**config.mk**
```make
export PLATFORM = sky130hd
export DESIGN_NAME = gf180mcu_osu_sc_12t_tiehold_seq
export DESIGN_NICKNAME = d
export VERILOG_FILES = /design/src/rtl/gf180mcu_osu_sc_12t_tiehold_seq.sv
export SDC_FILE = /design/constraint.sdc
export NUM_CORES = 1
export LEC_CHECK = 0
export BUFFER_PORTS_ARGS = -buffer_cell sky130_fd_sc_hd__buf_2
export CORE_ASPECT_RATIO = 0.75
export CORE_MARGIN = 1.5
export CORE_UTILIZATION = 35
export CTS_CLUSTER_SIZE = 25
export DETAILED_ROUTE_END_ITERATION = 10
export GPL_TIMING_DRIVEN = 1
export MAX_ROUTING_LAYER = met4
export PLACE_DENSITY = 0.48
export SLEW_MARGIN = 25
export SYNTH_ARGS = -nofsm -noshare
export SYNTH_HDL_FRONTEND = slang
export SYNTH_SLANG_ARGS = --single-unit
```
**constraint.sdc**
```tcl
create_clock -name CLK -period 2.7 [get_ports CLK]
set_input_delay 0 -clock CLK [delete_from_list [all_inputs] [get_ports CLK]]
set_output_delay 0 -clock CLK [all_outputs]
set_load 0.03 [all_outputs]
```
**src/rtl/gf180mcu_osu_sc_12t_tiehold_seq.sv**
```systemverilog
// Power-up safe-default sequencer: outputs hold at tie-low, then release to 1 in a staggered thermometer order.
// Optional macro GF180MCU_OSU_SC_12T_TIEHOLD_SYNC_EN adds a 2-flop reset-release synchronizer on RN.
module gf180mcu_osu_sc_12t_tiehold_seq #(
  parameter int N_OUT       = 4,
  parameter int HOLD_CYCLES = 16,
  parameter int STAGGER     = 4,
  parameter int CNT_W       = 8
) (
  input  logic             CLK,
  input  logic             RN,
  input  logic             EN,
  input  logic             FORCE_LO,
  output logic [N_OUT-1:0] Y,
  output logic             BUSY,
  output logic             DONE,
  output logic [1:0]       DBG_STATE
);

  localparam int IDX_W = 6;

  typedef enum logic [1:0] {
    S_IDLE    = 2'd0,
    S_HOLD    = 2'd1,
    S_RELEASE = 2'd2,
    S_FINISH  = 2'd3
  } state_e;

  state_e             state_q;
  logic [CNT_W-1:0]   hold_cnt_q;
  logic [CNT_W-1:0]   stag_cnt_q;
  logic [IDX_W-1:0]   idx_q;
  logic [N_OUT-1:0]   y_q;
  logic               busy_q;
  logic               done_q;
  logic [N_OUT-1:0]   y_d;
  logic               rst_int_n;

`ifdef GF180MCU_OSU_SC_12T_TIEHOLD_SYNC_EN
  logic [1:0] rst_sync_q;

  // Asserts immediately with RN; releases two CLK edges after RN rises.
  always_ff @(posedge CLK or negedge RN) begin
    if (!RN) begin
      rst_sync_q <= 2'b00;
    end else begin
      rst_sync_q <= {rst_sync_q[0], 1'b1};
    end
  end

  assign rst_int_n = rst_sync_q[1];
`else
  assign rst_int_n = RN;
`endif

  // Shifting a 1 in from the bottom keeps Y a thermometer code by construction.
  assign y_d = (y_q << 1) | N_OUT'(1);

  always_ff @(posedge CLK or negedge rst_int_n) begin
    if (!rst_int_n) begin
      state_q    <= S_IDLE;
      hold_cnt_q <= '0;
      stag_cnt_q <= '0;
      idx_q      <= '0;
      y_q        <= '0;
      busy_q     <= 1'b0;
      done_q     <= 1'b0;
    end else if (FORCE_LO) begin
      state_q    <= S_IDLE;
      hold_cnt_q <= '0;
      stag_cnt_q <= '0;
      idx_q      <= '0;
      y_q        <= '0;
      busy_q     <= 1'b0;
      done_q     <= 1'b0;
    end else begin
      case (state_q)
        S_IDLE: begin
          if (EN) begin
            state_q    <= S_HOLD;
            hold_cnt_q <= CNT_W'(HOLD_CYCLES - 1);
            busy_q     <= 1'b1;
          end
        end
        S_HOLD: begin
          if (hold_cnt_q == '0) begin
            y_q <= y_d;
            if (N_OUT == 1) begin
              state_q <= S_FINISH;
              busy_q  <= 1'b0;
              done_q  <= 1'b1;
            end else begin
              state_q    <= S_RELEASE;
              stag_cnt_q <= CNT_W'(STAGGER - 1);
              idx_q      <= IDX_W'(1);
            end
          end else begin
            hold_cnt_q <= hold_cnt_q - 1'b1;
          end
        end
        S_RELEASE: begin
          if (stag_cnt_q == '0) begin
            y_q        <= y_d;
            idx_q      <= idx_q + 1'b1;
            stag_cnt_q <= CNT_W'(STAGGER - 1);
            if (idx_q == IDX_W'(N_OUT - 1)) begin
              state_q <= S_FINISH;
              busy_q  <= 1'b0;
              done_q  <= 1'b1;
            end
          end else begin
            stag_cnt_q <= stag_cnt_q - 1'b1;
          end
        end
        S_FINISH: begin
          state_q <= S_FINISH;
        end
        default: begin
          state_q <= S_IDLE;
        end
      endcase
    end
  end

  assign Y         = y_q;
  assign BUSY      = busy_q;
  assign DONE      = done_q;
  assign DBG_STATE = state_q;

endmodule
```
### After elaboration in Yosys (flattened, before gate mapping)

Index checks and enable logic that the tools add are counted.

* add/subtract/negate cells: 3
* equal/unequal tests: 9
* multiplexer cells: 31
* reductions and logical operators: 15

Operators with widths (count)
* $mux 8: 6
* $pmux 8 s2: 2
* $mux 6: 3
* $logic_not 8->1: 2
* $sub 8x1->8 const B: 2
* $ne 3x3->1 const B: 5
* $mux 4: 3
* $pmux 6 s2: 1
* $mux 2: 5
* $reduce_and 3->1: 3
* $reduce_bool 3->1: 3
* $mux 1: 8
* $pmux 2 s4: 1
* $pmux 4 s2: 1
* $reduce_and 4->1: 2
* $add 6x1->6 const B: 1
* $eq 6x2->1 const B: 1
* $reduce_bool 2->1: 3
* $eq 2x2->1 const B: 2
* $eq 2x1->1 const B: 1
* $logic_not 2->1: 1
* $pmux 1 s2: 1
* $reduce_and 2->1: 1

* flip-flop bits (word level): 30
* input bits: 4
* output and inout port bits: 8
* word-level logic and storage cells: 65

### Logic depth before layout (Yosys ltp)

Gate-level depths: netlist of run 1.

* depth after elaboration: 5
* gate-level depth with buffers: 7

### Least setup slack after synthesis of run 1

No wires, ideal clock.

* path kind: reg2reg
* start: reg stag_cnt_q[0]
* end: reg idx_q[5]
* library setup time: 0.121 ns
* arrival: 1.701 ns
* required time: 2.579 ns
* setup slack: 0.878 ns
* cell stages (with the launch flop): 7
* period minus slack after synthesis: 1.822 ns
* cells stage by stage: dfrtp_1 > inv_1 > ha_1 > or3b_2 > nor4_2 > o21ai_0 > a22o_1

* cells in the longest elaborated chain, start to end: 3

Ends and longest elaborated chain
* from (decl): line 30 `logic [CNT_W-1:0] stag_cnt_q;`
* from (signal assigned): line 93 `stag_cnt_q <= CNT_W'(STAGGER - 1);`
* from (signal assigned): line 104 `stag_cnt_q <= CNT_W'(STAGGER - 1);`
* from (signal assigned): line 111 `stag_cnt_q <= stag_cnt_q - 1'b1;`
* $logic_not 8->1: line 101 `if (stag_cnt_q == '0) begin`
* $ne 3x3->1 (no line)
* $reduce_and 3->1 (no line)
* to (signal assigned): line 103 `idx_q <= idx_q + 1'b1;`
* to (decl): line 31 `logic [IDX_W-1:0] idx_q;`

No other way between the ends.
A chain may end at the register's enable or synchronous reset.

### Worst setup path in the final report of run 1

* start: reg state_q[1], in the netlist DBG_STATE[1]
* end: reg idx_q[5]

* cells in the longest elaborated chain, start to end: 3

Ends and longest elaborated chain
* from (decl): line 28 `state_e state_q;`
* from (signal assigned): line 60 `state_q <= S_IDLE;`
* from (signal assigned): line 68 `state_q <= S_IDLE;`
* from (signal assigned): line 79 `state_q <= S_HOLD;`
* $eq 2x2->1 or $eq 2x1->1 (tied branches): line 76 `case (state_q)`
* $ne 3x3->1 (no line) (tied with other cells)
* $reduce_and 3->1 (no line) or $mux 6 (tied branches)

Several ways; a longest one is shown, not always the timed one.

==> results of run 1 <==
## cell usage after synthesis (2+ instances only)
cell type and count:
a21oi_1 14, o21ai_1 9, nor3_1 5, nand2_1 14
nor2b_1 3, nor3b_1 2, ha_1 5, a311oi_1 5
nor4_2 2, a211oi_1 5, o31ai_1 2, or3b_2 2
buf_2 4, nor2_1 16, nand2b_1 6, and3_1 2
o21ai_0 2, nand4b_1 3, or3_1 3, a21o_1 5
a311oi_2 2, inv_1 6, mux2i_1 2, or4_1 2
dfrtp_1 30, a22o_1 3, clkbuf_1 3, nand3_1 6
o211ai_1 3, a31oi_1 2
## cells by family (layout without fill, tap and decap cells)
group / after synthesis / count (layout) / share of synthesized area, %
adders and majority gates: 5 / 5 / 3.51
buffers and inverters: 13 / 28 / 3.02
AOI/OAI and AO/OA: 61 / 61 / 24.4
and+or+nand+nor: 74 / 74 / 24.7
muxes: 3 / 3 / 1.76
xor gates and xnor gates: 1 / 1 / 0.492
DFF: 30 / 30 / 42.2
## metal layers
metal / share of wire, % / track usage [%] / vias to the layer above
met2: 39 / 20.4 / 40
li1: - / - / 727
met1: 54 / 25.6 / 736
met5: 0 / - / -
met4: 1.7 / 8.06 / 0
met3: 5.0 / 4.20 / 8
## flip-flops by register name (all words and copies together) (netlist names)
| signal | flops |
|---|---|
| hold_cnt_q | 8 |
| stag_cnt_q | 8 |
| idx_q | 6 |
| Y | 4 |
| DBG_STATE | 2 |
| BUSY | 1 |
| DONE | 1 |
## area by class of cell
type                       instances  area, sq um
timing repair buffer              14         80.1
clock inverter                     2         12.5
fill                             488         2900
tap                               60         75.1
clock buffer                       6         82.6
sequential                        30          751
multi-input combinational        144          976
inverter                           6         22.5
## power by group
| group | leakage, nW | switching [mW] | internal (mW) |
|---|---|---|---|
| Combinational | 0.431 | 0.293 | 0.176 |
| Clock | 0.0472 | 0.182 | 0.205 |
| Sequential | 0.405 | 0.0685 | 0.496 |
## worst paths after layout
| path | depth (start not counted) | startpoint | to |
|---|---|---|---|
| setup / recovery | 4 | DBG_STATE[1] | idx_q[5] |
| setup reg to reg | 4 | DBG_STATE[1] | idx_q[5] |
| hold / removal | 2 | FORCE_LO | DONE |
| min in group asynchronous | 2 | RN | Y[2] |
| max in group asynchronous | 2 | RN | stag_cnt_q[0] |
| hold reg to reg | 1 | stag_cnt_q[7] | stag_cnt_q[7] |
## critical path, cell delays in order, from the launching register on
cell     delay (ns)
dfrtp_1        0.58
nor2b_1        0.51
a311o_1        0.45
o21ai_0        0.17
a22o_1         0.21
==> flow_summary_export.csv, run 1 <==
group,metric,value,unit
clock_network,cts_tree,"done",
clock_network,root_buffer,"clkbuf_8",
routing,avgRoutedWirePerCell,15.9,um
floorplan,io_pins,12,
logic_synthesis,ys_warn_count,0,
floorplan,die_w,85.4,um
final_layout,diodes,0,
clock_network,post-cts-setup-buffer-count,0,
critical_path,path_class,"reg2reg",
sta,setup_slack,0.666,ns
clock_network,cts_inserted_buffers,5,
routing,drc,2,
floorplan,die-area,0.00553,sq mm
sta,whs,0.148,ns
sta,tns,0,ns
critical_path,worstPathArrival,2.21,ns
clock_network,cts_sinks,30,
routing,drt-total-wl,4.16,mm
logic_synthesis,synth_area_leaders,"dfrtp_1, a21oi_1, ha_1",
clock_network,clk_latency,0.29,ns
sta,worstMarginPinSlew,0.786,ns
status,status,"finished, violations left",
logic_synthesis,syn_nets,196,
placement,post-dp-hpwl,2.90,mm
placement,dp.cells,253,
clock_network,h-tree-depth,2,
final_layout,fin_cells,262,
critical_path,cp_max_fo,14,
clock_network,path_clk_slew,0.07,ns
sta,period_share,75.3,%
status,violations,"DRC",
final_layout,final_util,40.8,%
final_layout,fin_area,0.00200,sq mm
logic_synthesis,synth.top_cell.area_share,42.2,%
logic_synthesis,synth-edff-count,0,
routing,drtAntennaViolNets,0,
clock_network,cts-resized-gates,0,
floorplan,start_util,36.3,%
logic_synthesis,synth_seq_cells,30,
pwr,finalPower,1.42,mW
sta,finalHoldViolCount,0,
clock_network,postCtsHoldBufs,1,
final_layout,drive_gt1_share,17.3,%
placement,io_buffer_count,11,
routing,firstDrtPassIters,7,
placement,place_congestion,0.787,
pwr,power.leakage,0.883,nW
logic_synthesis,ys.flop_type,"dfrtp_1",
global_route,grt_pass1_vias,1369,
final_layout,layout_commonest_cell,"dfrtp_1",
logic_synthesis,synthArstFlopShare,100,%
job,maxCapViolations,0,
global_route,grt_pass1_wl,6.97,mm
routing,vias,1511,
worst_hold_path,hold_class,"in2reg",
pwr,ir_drop,0.273,mV
logic_synthesis,yosysTopAreaCell,"dfrtp_1",
floorplan,fp.coreArea,0.00490,sq mm
floorplan,dieHeight,64.8,um
logic_synthesis,avgSynthCellArea,9.52,sq um
sta,slew_headroom,47.6,%
sta,slew_viol_final,0,
critical_path,cp-end-kind,"flip-flop",
critical_path,crit_path_start_kind,"flip-flop",
final_layout,synthToLayoutAreaGrowth,12.3,%
global_route,antenna_found_initial,0,
global_route,grt_use_total,16.9,%
global_route,grt_max_degree,31,
placement,place_ws,0.712,ns
pwr,p_per_area,710,mW/mm^2
placement,place_area,0.00189,sq mm
logic_synthesis,syn_area,0.00178,sq mm
critical_path,regToRegSetupSlack,0.67,ns
sta,max_freq,0.492,GHz
logic_synthesis,yosysSeqAreaShare,42.2,%
logic_synthesis,syn_inst,187,
final_layout,nNetsFinal,210,
routing,drt-initial-drc-count,108,
sta,setup_violations,0,
final_layout,final_cell_mix,"dfrtp_1, nor2_1, nand2_1, a21oi_1, buf_2",
critical_path,cp.required,2.88,ns
sta,rsz0062_at_grt,"false",
sta,clock_skew,0.0119,ns
clock_network,cts_buffer_depth,2,
logic_synthesis,yosysUniqueCellTypes,49,
routing,viasPerCell,5.77,
floorplan,rows,22,
global_route,grt_remaining_overflow,0,
sta,fin_crit,2.03,ns
Power figures use the tool's default switching activity.
==> run 2: changes to the inputs <==
==> constraint.sdc (replaced) <==
create_clock -name CLK -period 1.9 [get_ports CLK]
set_input_delay 0 -clock CLK [delete_from_list [all_inputs] [get_ports CLK]]
set_output_delay 0 -clock CLK [all_outputs]
set_load 0.03 [all_outputs]
==> run 2 against run 1 <==
  * The flow still finishes with violations (DRC)
  * Utilization grew 3.9 points
  * Critical path type unchanged
  * Die area unchanged
  * Largest power group is now combinational logic
  * Via count grew 3.2%
  * Sequential share of layout area is 3.3 points lower
  * Worst hold slack got worse by 0.12 ns
  * Count of clock-buffer cells in the layout grew 1
  * Final area is 9.6% higher
  * Non-clock buffer count is 23 higher
  * Combinational power grew 80%
==> flow_summary_export.csv, run 2 (same netlist as run 1, synthesis figures left out) <==
group,metric,value,unit
status,status,"finished, violations left",
status,violations,"DRC",
critical_path,reg2reg_from,"hold_cnt_q[0]",
clock_network,clk_latency,0.28,ns
placement,place_congestion,0.818,
critical_path,cp-end-kind,"flip-flop",
sta,period_share,93.9,%
floorplan,dieHeight,64.8,um
final_layout,drive_gt1_share,27.6,%
critical_path,cp_max_fo,5,
sta,slew_viol_final,0,
floorplan,die-area,0.00553,sq mm
sta,clock_skew,0.00402,ns
sta,fin_crit,1.78,ns
routing,vias,1560,
routing,drt-initial-drc-count,49,
global_route,grt_pass1_wl,7.54,mm
sta,tns,0,ns
sta,max_freq,0.560,GHz
clock_network,cts_tree,"done",
routing,drtAntennaViolNets,0,
critical_path,reg2reg_depth,8,
clock_network,root_buffer,"clkbuf_8",
sta,worstMarginPinSlew,0.706,ns
routing,avgRoutedWirePerCell,15.5,um
final_layout,largestRegisters,"hold_cnt_q: 8 flops, stag_cnt_q: 8 flops, idx_q: 6 flops",
clock_network,h-tree-depth,2,
worst_hold_path,hold_class,"in2reg",
pwr,ir_drop,0.452,mV
clock_network,cts_sinks,30,
global_route,grt_remaining_overflow,0,
pwr,finalPower,2.16,mW
worst_hold_path,min_from,"FORCE_LO",
floorplan,rows,22,
routing,viasPerCell,5.47,
critical_path,rr_endpoint,"idx_q[4]",
routing,drt-total-wl,4.42,mm
pwr,p_per_area,985,mW/mm^2
final_layout,layout_commonest_cell,"dfrtp_1",
placement,post-dp-hpwl,3.27,mm
critical_path,regToRegSetupSlack,0.12,ns
job,maxCapViolations,0,
critical_path,path_class,"reg2reg",
floorplan,start_util,36.3,%
sta,setup_violations,0,
sta,slew_headroom,52.9,%
final_layout,nNetsFinal,233,
critical_path,crit_chain,"inv_1 -> ha_1 -> nor4b_4 -> buf_4 -> a311oi_2 -> buf_4 -> o21ai_1 -> o31ai_1",
placement,io_buffer_count,11,
placement,place_ws,0.0172,ns
critical_path,cpPeakStageDelay,0.37,ns
clock_network,cts_buffer_depth,2,
critical_path,cp_slowest_cell,"dfrtp_1",
final_layout,synthToLayoutAreaGrowth,23.0,%
routing,drc,2,
worst_hold_path,holdPathEnd,"idx_q[0]",
critical_path,worstPathArrival,1.95,ns
floorplan,fp.coreArea,0.00490,sq mm
critical_path,crit_path_start_kind,"flip-flop",
final_layout,diodes,0,
critical_path,cp_common_cell,"buf_4",
critical_path,cp.required,2.06,ns
clock_network,cts_inserted_buffers,5,
global_route,grt_pass1_vias,1536,
pwr,power.leakage,1.00,nW
floorplan,die_w,85.4,um
global_route,grt_max_degree,31,
sta,finalHoldViolCount,0,
routing,firstDrtPassIters,7,
floorplan,io_pins,12,
sta,setup_slack,0.115,ns
global_route,grt_use_total,18.3,%
final_layout,final_cell_mix,"dfrtp_1, buf_4, nor2_1",
clock_network,path_clk_slew,0.06,ns
worst_hold_path,hold_path_depth,2,
global_route,antenna_found_initial,0,
-- run 2: worst max path at each step --
stage | startpoint | endpoint | depth (start not counted)
4_1_cts | hold_cnt_q[0] | Y[2] | 7
5_1_grt | hold_cnt_q[0] | idx_q[4] | 8
3_3_place_gp | hold_cnt_q[0] | Y[3] | 7
6_report | hold_cnt_q[0] | idx_q[4] | 8
3_5_place_dp | hold_cnt_q[0] | Y[3] | 7
2_1_floorplan | stag_cnt_q[0] | idx_q[5] | 6
-- run 2: timing repair --
item	4_1_cts	5_1_grt
hold endpoints to repair	30	0
setup buffers	0	2
resized for setup	0	6
endpoints found under the setup margin	0	19
hold buffers	1	0
-- run 2: power by group --
part | switching, mW | internal [mW]
combinational | 0.465 | 0.377
clock | 0.240 | 0.292
sequential | 0.0788 | 0.705
-- run 2: area by class of cell --
class,count,area [sq um]
timing repair buffer,37,253
multi-input combinational,144,998
clock buffer,7,86.3
fill,488,2710
clock inverter,1,5.00
sequential,30,751
tap,60,75.1
inverter,6,22.5
-- run 2: routing by layer --
layer	up-vias	wire length [um]	global-route usage (%)
met3	4	144	3.95
met4	0	34	5.44
met5	-	0	-
met1	758	2430	26.3
li1	777	-	-
met2	21	1810	25.9
-- run 2: per-stage QoR --
| step | utilization (%) | hold WS, ns | cells | instance area (sq um) |
|---|---|---|---|---|
| finish | 44.7 | 0.0243 | 285 | 2190 |
| global route | 44.7 | 0.0260 | 285 | 2190 |
| CTS | 43.9 | 0.00365 | 283 | 2150 |
| detailed placement | 41.9 | 0.0904 | 274 | 2050 |
| global placement | 41.9 | 0.0815 | 274 | 2050 |
| floorplan | - | -0.296 | 187 | 1780 |
-- run 2: critical path, delay by kind of cell (launching register included) --
family                     cells  cell delay, ns
AOI/OAI and AO/OA              3            0.34
DFF                            1            0.37
buffers and inverters          3            0.46
adders and majority gates      1            0.17
and+or+nand+nor                1            0.31
